File: config.mk
export PLATFORM = sky130hd
export DESIGN_NAME = uart_apb_bridge
export DESIGN_NICKNAME = d
export VERILOG_FILES = /design/src/rtl/uart_apb_bridge.sv
export SDC_FILE = /design/constraint.sdc
export NUM_CORES = 1
export LEC_CHECK = 0
export CORE_AREA = 2 2 97 99
export CTS_CLUSTER_SIZE = 40
export DETAILED_ROUTE_END_ITERATION = 16
export DIE_AREA = 0 0 99 101
export GPL_ROUTABILITY_DRIVEN = 0
export PLACE_DENSITY = 0.79
export SLEW_MARGIN = 25
export SYNTH_ARGS = -nofsm -noshare
export SYNTH_HDL_FRONTEND = slang
export SYNTH_SLANG_ARGS = --single-unit
File: constraint.sdc
create_clock -name CLK -period 2.85 [get_ports CLK]
set_clock_uncertainty 0.05 [all_clocks]
set_input_delay 0.4275 -clock CLK [delete_from_list [all_inputs] [get_ports CLK]]
set_output_delay 0.4275 -clock CLK [all_outputs]
set_load 0.02 [all_outputs]
File: src/rtl/uart_apb_bridge.sv
// uart_apb_bridge: byte-stream command frames in, one APB transfer out, status/read data back.
//   Frame (rx): 0x57 A0 A1 A2 A3 D0 D1 D2 D3 = write, 0x52 A0 A1 A2 A3 = read (little-endian).
//   Response (tx): status (00 ok, 01 slave error, 02 timeout, FF bad command), then 4 read-data bytes
//   for a read that completed with status 00/01.
// Ports:
//   CLK, RSTN             clock, synchronous active-low reset
//   rx_data_i/valid/ready byte stream from UART receiver
//   tx_data_o/valid/ready byte stream to UART transmitter
//   PADDR..PSLVERR        APB initiator
//   busy_o                high whenever the bridge is not idle
// Optional: `define UART_APB_BRIDGE_TIMEOUT_EN to abort an ACCESS phase after RESP_TIMEOUT wait cycles.
module uart_apb_bridge #(
  parameter int unsigned APB_ADDR_WIDTH = 12,
  parameter int unsigned RESP_TIMEOUT   = 255
) (
  input  logic                      CLK,
  input  logic                      RSTN,
  input  logic [7:0]                rx_data_i,
  input  logic                      rx_valid_i,
  output logic                      rx_ready_o,
  output logic [7:0]                tx_data_o,
  output logic                      tx_valid_o,
  input  logic                      tx_ready_i,
  output logic [APB_ADDR_WIDTH-1:0] PADDR,
  output logic [31:0]               PWDATA,
  output logic                      PWRITE,
  output logic                      PSEL,
  output logic                      PENABLE,
  input  logic [31:0]               PRDATA,
  input  logic                      PREADY,
  input  logic                      PSLVERR,
  output logic                      busy_o
);

  typedef enum logic [2:0] {IDLE, ADDR, WDATA, SETUP, ACCESS, RESP} state_e;

  localparam logic [7:0] CMD_WRITE  = 8'h57;
  localparam logic [7:0] CMD_READ   = 8'h52;
  localparam logic [7:0] ST_OK      = 8'h00;
  localparam logic [7:0] ST_SLVERR  = 8'h01;
  localparam logic [7:0] ST_TIMEOUT = 8'h02;
  localparam logic [7:0] ST_BADCMD  = 8'hFF;

  // Elaboration-time parameter range guards
  if (APB_ADDR_WIDTH < 1 || APB_ADDR_WIDTH > 32) begin : g_bad_addr_width
    $error("uart_apb_bridge: APB_ADDR_WIDTH must be 1..32");
  end
  if (RESP_TIMEOUT < 1) begin : g_bad_timeout
    $error("uart_apb_bridge: RESP_TIMEOUT must be at least 1");
  end

  state_e                      state_q, state_d;
  logic [1:0]                  cnt_q, cnt_d;        // frame byte index, wraps 3->0
  logic [2:0]                  tx_idx_q, tx_idx_d;  // index of response byte on tx_data_o
  logic [2:0]                  tx_last_q, tx_last_d;
  logic [31:0]                 rdata_q, rdata_d;
  logic [APB_ADDR_WIDTH-1:0]   paddr_d;
  logic [31:0]                 pwdata_d;
  logic                        pwrite_d;
  logic [7:0]                  tx_data_d;
  logic                        tx_valid_d;
  logic [31:0]                 addr_word;
  logic                        rx_fire;
  logic                        tx_fire;

`ifdef UART_APB_BRIDGE_TIMEOUT_EN
  localparam int unsigned TMR_W = $clog2(RESP_TIMEOUT + 1);
  logic [TMR_W-1:0] tmr_q, tmr_d;
`endif

  assign rx_fire = rx_valid_i & rx_ready_o;
  assign tx_fire = tx_valid_o & tx_ready_i;

  // Next-state and next-register-value logic
  always_comb begin
    state_d    = state_q;
    cnt_d      = cnt_q;
    tx_idx_d   = tx_idx_q;
    tx_last_d  = tx_last_q;
    rdata_d    = rdata_q;
    paddr_d    = PADDR;
    pwdata_d   = PWDATA;
    pwrite_d   = PWRITE;
    tx_data_d  = tx_data_o;
    tx_valid_d = 1'b0;
    addr_word  = 32'(PADDR);
`ifdef UART_APB_BRIDGE_TIMEOUT_EN
    tmr_d      = tmr_q;
`endif
    unique case (state_q)
      IDLE: begin
        cnt_d = 2'd0;
        if (rx_fire) begin
          if (rx_data_i == CMD_WRITE) begin
            pwrite_d = 1'b1;
            state_d  = ADDR;
          end else if (rx_data_i == CMD_READ) begin
            pwrite_d = 1'b0;
            state_d  = ADDR;
          end else begin
            state_d    = RESP;
            tx_data_d  = ST_BADCMD;
            tx_valid_d = 1'b1;
            tx_idx_d   = 3'd0;
            tx_last_d  = 3'd0;
          end
        end
      end
      ADDR: begin
        if (rx_fire) begin
          // Bytes beyond the address width land in discarded upper bits
          addr_word[{cnt_q, 3'b000} +: 8] = rx_data_i;
          paddr_d = APB_ADDR_WIDTH'(addr_word);
          cnt_d   = cnt_q + 2'd1;
          if (cnt_q == 2'd3) state_d = PWRITE ? WDATA : SETUP;
        end
      end
      WDATA: begin
        if (rx_fire) begin
          pwdata_d[{cnt_q, 3'b000} +: 8] = rx_data_i;
          cnt_d = cnt_q + 2'd1;
          if (cnt_q == 2'd3) state_d = SETUP;
        end
      end
      SETUP: begin
        state_d = ACCESS;
`ifdef UART_APB_BRIDGE_TIMEOUT_EN
        tmr_d   = '0;
`endif
      end
      ACCESS: begin
        if (PREADY) begin
          rdata_d    = PRDATA;
          state_d    = RESP;
          tx_data_d  = PSLVERR ? ST_SLVERR : ST_OK;
          tx_valid_d = 1'b1;
          tx_idx_d   = 3'd0;
          tx_last_d  = PWRITE ? 3'd0 : 3'd4;
        end
`ifdef UART_APB_BRIDGE_TIMEOUT_EN
        else if (tmr_q == TMR_W'(RESP_TIMEOUT - 1)) begin
          // This is the last allowed wait cycle: give up, PRDATA not captured
          state_d    = RESP;
          tx_data_d  = ST_TIMEOUT;
          tx_valid_d = 1'b1;
          tx_idx_d   = 3'd0;
          tx_last_d  = 3'd0;
        end else begin
          tmr_d = tmr_q + TMR_W'(1);
        end
`endif
      end
      RESP: begin
        tx_valid_d = 1'b1;
        if (tx_fire) begin
          if (tx_idx_q == tx_last_q) begin
            state_d    = IDLE;
            tx_valid_d = 1'b0;
          end else begin
            // Response byte k+1 is read-data byte k
            tx_idx_d  = tx_idx_q + 3'd1;
            tx_data_d = rdata_q[{tx_idx_q[1:0], 3'b000} +: 8];
          end
        end
      end
      default: state_d = IDLE;
    endcase
  end

  // State and output registers; strobes are decoded from the next state
  always_ff @(posedge CLK) begin
    if (!RSTN) begin
      state_q    <= IDLE;
      cnt_q      <= 2'd0;
      tx_idx_q   <= 3'd0;
      tx_last_q  <= 3'd0;
      rdata_q    <= 32'd0;
      PADDR      <= '0;
      PWDATA     <= 32'd0;
      PWRITE     <= 1'b0;
      PSEL       <= 1'b0;
      PENABLE    <= 1'b0;
      tx_data_o  <= 8'd0;
      tx_valid_o <= 1'b0;
      rx_ready_o <= 1'b1;
      busy_o     <= 1'b0;
    end else begin
      state_q    <= state_d;
      cnt_q      <= cnt_d;
      tx_idx_q   <= tx_idx_d;
      tx_last_q  <= tx_last_d;
      rdata_q    <= rdata_d;
      PADDR      <= paddr_d;
      PWDATA     <= pwdata_d;
      PWRITE     <= pwrite_d;
      PSEL       <= (state_d == SETUP) || (state_d == ACCESS);
      PENABLE    <= (state_d == ACCESS);
      tx_data_o  <= tx_data_d;
      tx_valid_o <= tx_valid_d;
      rx_ready_o <= (state_d == IDLE) || (state_d == ADDR) || (state_d == WDATA);
      busy_o     <= (state_d != IDLE);
    end
  end

`ifdef UART_APB_BRIDGE_TIMEOUT_EN
  // ACCESS wait-cycle counter
  always_ff @(posedge CLK) begin
    if (!RSTN) tmr_q <= '0;
    else       tmr_q <= tmr_d;
  end
`endif

endmodule
==> flow_summary.json, run 1 <==
{
  "outcome": "complete, no violations",
  "cts_hold_buf": 0,
  "synth_edf_count": 0,
  "fin_hold_ws_ps": 407,
  "postSynthNetCount": 582,
  "core-area_um2": 8980,
  "die-width_um": 99,
  "dr.first_iter.drc_count": 179,
  "critPathKind": "reg -> reg",
  "required_ps": 3030,
  "netlist_instances": 528,
  "syn-cell-area_um2": 4390,
  "crit_chain": "nand2b_1, a211o_1, a2111oi_1",
  "ant_nets": 0,
  "finalCriticalPeriod_ps": 2190,
  "synthTopCellsByCount": "125 x nand2_1, 99 x dfxtp_1, 81 x a21oi_1",
  "endpoint": "tx_valid_o",
  "fin_cells": 732,
  "cts_setup_buffers": 0,
  "synth-seq-cells": 99,
  "vias_per_cell": 5.54,
  "cts_resized": 0,
  "crit_path_end_kind": "flop",
  "cts_sinks": 99,
  "grtUsageMet2_pct": 39.7,
  "finalHoldViolCount": 0,
  "fillers": 781,
  "fin_ws_ps": 659,
  "place_area_um2": 5470,
  "fin_crit_sh_pct": 76.9,
  "met1_usage_pct": 28.4,
  "ys_async_sr_fraction_pct": 0,
  "finalSetupViolations": 0,
  "post-place-ws_ps": 407,
  "arrival_ps": 2370,
  "dpl.cell_count": 716,
  "drt_pass1_iterations": 5,
  "r2r-start": "state_q[2]",
  "cts-root-buf": "clkbuf_8",
  "antenna_found_initial": 0,
  "cellPowerDensity_nw_per_um2": 557,
  "seqCellArea_um2": 1980,
  "grt.total_usage_pct": 22.9,
  "start_util_pct": 48.9,
  "total_power_mw": 3.19,
  "clockBufferDepth": 2,
  "synth-main-ff-cell": "dfxtp_1",
  "worst_slew_pin_slew_ps": 680,
  "wl_um": 11200,
  "ctsHtreeMaxLevel": 3,
  "area_delta_synth_final_pct": 30.2,
  "post-route-cell-area_um2": 5720,
  "yosysSeqAreaShare_pct": 45.1,
  "cp-start-kind": "flop",
  "synth_top_area_share_pct": 45.1,
  "clock_latency_ps": 370,
  "cts_inserted_buffers": 9,
  "synthDistinctLibCells": 52,
  "maxSlewHeadroom_pct": 54.6,
  "yosysMostFrequentCell": "nand2_1",
  "grt_pass1_wl_um": 18300,
  "clk_pin_slew_ps": 90,
  "cts_tree": "built",
  "wire_per_inst_um": 15.3,
  "ff2ff_path_depth": 3,
  "multi_input_area_um2": 2220,
  "crit_start": "state_q[2]",
  "slowest_delay_ps": 770,
  "drcViolationCount": 0,
  "yosys.area.top_type": "dfxtp_1",
  "drv_cap": 0,
  "nets": 670,
  "grt.met3_usage_pct": 4.79,
  "syn_area_per_cell_um2": 8.32,
  "min_path_type": "reg -> reg",
  "n_antenna_cell": 0,
  "fmaxAchievable_mhz": 456,
  "vias": 4057,
  "tns_ps": 0,
  "top_usage_layer": "met2",
  "grt_max_degree": 50,
  "yosysWarnings": 0,
  "worstPathMaxFanout": 21,
  "slowest_stage": "dfxtp_1",
  "dieArea_um2": 10000,
  "drive_gt1_share_pct": 6.44,
  "port_buffers": 103,
  "r2r-end": "tx_valid_o",
  "synth.top_cells.by_area": "dfxtp_1 45%, nand2_1 11%, a21oi_1 9.2%",
  "peakVddDrop_v": 0.000322,
  "rsz0062_at_grt": "false",
  "io-pin-count": 104,
  "final_util_pct": 63.7,
  "finalMaxSlewViolations": 0,
  "p_leak_nw": 2.01,
  "grt_pass1_vias": 3832,
  "dp_hpwl_um": 8110,
  "r2r_slack_ps": 660,
  "core.rowCount": 35,
  "die_h_um": 101,
  "overflow": 0
}
## registers in the layout, summed over array words and instances (netlist names), 2 cells and up
signal     flops
PWDATA        32
tx_data_o      8
rdata_q       32
tx_idx_q       3
state_q        3
PADDR         12
cnt_q          2
## routing by layer
metal  vias to the layer above  share of wire [%]  wire (um)
met5                         -                  0          0
met4                         0                1.6        177
met3                        17                6.7        750
met2                       155                 50       5540
met1                      1881                 42       4720
li1                       2004                  -          -
## cell type report
cell class | instances | area share (%)
Inverter | 7 | 0.460
Clock inverter | 5 | 1.88
Timing Repair Buffer | 113 | 19.3
Tap cell | 111 | 2.43
Multi-Input combinational cell | 386 | 38.8
Sequential cell | 99 | 34.7
Clock buffer | 11 | 2.47
## critical path: cells and delay by family (launching register included)
family             cells  cell delay [ps]
and+or+nand+nor        1              380
AOI/OAI and AO/OA      2              850
DFF                    1              770
## power by group
part           total (mW)  switching [mW]  internal [mW]
Clock                1.11           0.496          0.613
Sequential           1.50          0.0553           1.45
Combinational       0.572           0.318          0.254
## worst min path at each step
stage | from | end | slack, ps | cells past startpoint
global placement | PWDATA[16] | PWDATA[16] | 390 | 2
detailed placement | PWDATA[15] | PWDATA[15] | 400 | 2
floorplan | rdata_q[16] | rdata_q[16] | 380 | 2
CTS | rdata_q[23] | rdata_q[23] | 410 | 2
global route | rdata_q[20] | rdata_q[20] | 430 | 2
finish | rdata_q[20] | rdata_q[20] | 410 | 2
## cells by family (layout without fill, tap and decap cells)
logic type / Yosys count / count (layout) / share of synthesized area (%)
compound gates: 127 / 127 / 17.3
xor+xnor: 2 / 2 / 0.399
fa+ha+maj: 8 / 8 / 2.28
buf+inv: 43 / 136 / 4.47
flops: 99 / 99 / 45.1
mux: 29 / 29 / 7.21
simple gates: 220 / 220 / 23.2
## placed cells by master (no fill, tap or decap), drive strengths merged, types with 2 or more instances in the layout
master         count
a21o               2
nor2b              3
inv                8
nor4               2
and3b              2
and3               8
a31oi              3
or3                2
dfxtp             99
clkbuf            11
nor2              11
clkdlybuf4s50    103
a2111oi            2
nand2            125
bufinv             3
nor3               2
o22ai              7
o21ai             14
buf               10
nand3             45
a21oi             81
ha                 8
nand4bb            2
nand2b             6
o211ai             5
and2               9
mux2i             26
o41ai              3
mux4               2
o221a              2
Power figures use the tool's default switching activity.
==> inputs of run 2 (changes only) <==
Settings changed: CORE_AREA 2 2 97 99 to 2 2 102 104, DIE_AREA 0 0 99 101 to 0 0 104 106, PLACE_DENSITY 0.79 to 0.75.
Clock period 2.85 ns to 1.9 ns, I/O delays scaled along.
==> flow_summary.json, run 2 (synthesized netlist as in run 1, its figures left out) <==
{
  "finalCriticalPeriod_ps": 1790,
  "slowest_delay_ps": 640,
  "clockBufferDepth": 2,
  "grt_max_degree": 46,
  "n_antenna_cell": 0,
  "critPathKind": "reg -> out",
  "worst_slew_pin_slew_ps": 505,
  "drcViolationCount": 0,
  "grtUsageMet2_pct": 35.9,
  "slowest_stage": "clkdlybuf4s50_1",
  "core.rowCount": 37,
  "p_leak_nw": 2.14,
  "clk_pin_slew_ps": 90,
  "tns_ps": 0,
  "rsz0062_at_grt": "false",
  "layout_commonest_cell": "nand2_1",
  "cp_top_family": "buffers and inverters",
  "crit_chain": "clkdlybuf4s50_1",
  "finalMaxSlewViolations": 0,
  "peakVddDrop_v": 0.000455,
  "cts_sinks": 99,
  "crit_path_end_kind": "output pin",
  "fin_crit_sh_pct": 94.3,
  "cp-start-kind": "flop",
  "arrival_ps": 1460,
  "ctsHtreeMaxLevel": 3,
  "grt_pass1_wl_um": 18600,
  "fin_ws_ps": 108,
  "overflow": 0,
  "crit_buf_inv": 1,
  "grt_pass1_vias": 3918,
  "dp_hpwl_um": 8440,
  "required_ps": 1560,
  "core-area_um2": 10000,
  "wire_per_inst_um": 14.7,
  "ant_nets": 0,
  "wl_um": 11500,
  "vias": 4137,
  "start_util_pct": 43.9,
  "finalHoldViolCount": 0,
  "grt.total_usage_pct": 20.8,
  "drive_gt1_share_pct": 10.7,
  "post-place-ws_ps": -216,
  "die_h_um": 106,
  "outcome": "complete, no violations",
  "cts-root-buf": "clkbuf_8",
  "final_cell_mix": "125 x nand2_1, 103 x clkdlybuf4s50_1, 97 x dfxtp_1",
  "top_regs": "PWDATA x32, rdata_q x32, PADDR x12",
  "cellPowerDensity_nw_per_um2": 801,
  "clock_latency_ps": 370,
  "cts_inserted_buffers": 9,
  "top_usage_layer": "met2",
  "min_path_type": "reg -> reg",
  "met1_usage_pct": 24.9,
  "dr.first_iter.drc_count": 238,
  "nets": 694,
  "io-pin-count": 104,
  "port_buffers": 103,
  "antenna_found_initial": 1,
  "grt.met3_usage_pct": 5.46,
  "area_delta_synth_final_pct": 35.8,
  "worstPathMaxFanout": 5,
  "drt_pass1_iterations": 5,
  "dieArea_um2": 11000,
  "drv_cap": 0,
  "maxSlewHeadroom_pct": 66.2,
  "vias_per_cell": 5.30,
  "finalSetupViolations": 0,
  "cts_tree": "built",
  "fmaxAchievable_mhz": 558,
  "die-width_um": 104
}
[run 2: layout make-up]
class	count	area, um^2
clock inverters	6	95.1
fillers	926	4030
multi-input cells	386	2230
well taps	136	170
clock buffers	10	138
inverters	7	26.3
flip-flops and latches	99	1980
repair buffers	137	1320
[run 2: timing repair]
item                                    in CTS  in global routing
setup buffers                                0                  0
gates resized for setup                      0                  5
hold buffers                                 0                  0
endpoints found under the setup margin       0                 40
[run 2: stage by stage]
stage               area [um^2]  hold WS [ps]  utilization (%)  std cells  power [mW]
finish                     5970           405             59.7        781        4.78
global route               5970           396             59.7        781        4.96
CTS                        5950           394             59.5        781        4.80
detailed placement         5720           395             57.2        765        3.26
global placement           5720           389             57.2        765        3.23
floorplan                  4410           371                -        528        2.84
[run 2: power breakdown]
group	switching (mW)	leakage [nW]	internal [mW]	total, mW
Combinational	0.509	1.22	0.456	0.965
Sequential	0.0831	0.803	2.17	2.26
Clock	0.763	0.111	0.791	1.55
[run 2: worst paths after layout]
path / from / end / slack (ps) / cells after the start
max: PWRITE / PWRITE / 110 / 1
min: PWDATA[20] / PWDATA[20] / 400 / 2
max reg2reg: tx_idx_q[0] / tx_data_o[0] / 160 / 5
min reg2reg: PWDATA[20] / PWDATA[20] / 400 / 2
[run 2: tightest hold or removal path, cell delays in order, from the launching register on]
cell     delay (ps)
dfxtp_1         320
nand2_1          50
a21oi_1          50
[run 2: routing by layer]
metal / part of all wire [%] / up-vias
met3: 5.5 / 33
li1: - / 2056
met1: 43 / 1911
met4: 2.8 / 2
met5: 0.17 / -
met2: 48 / 135
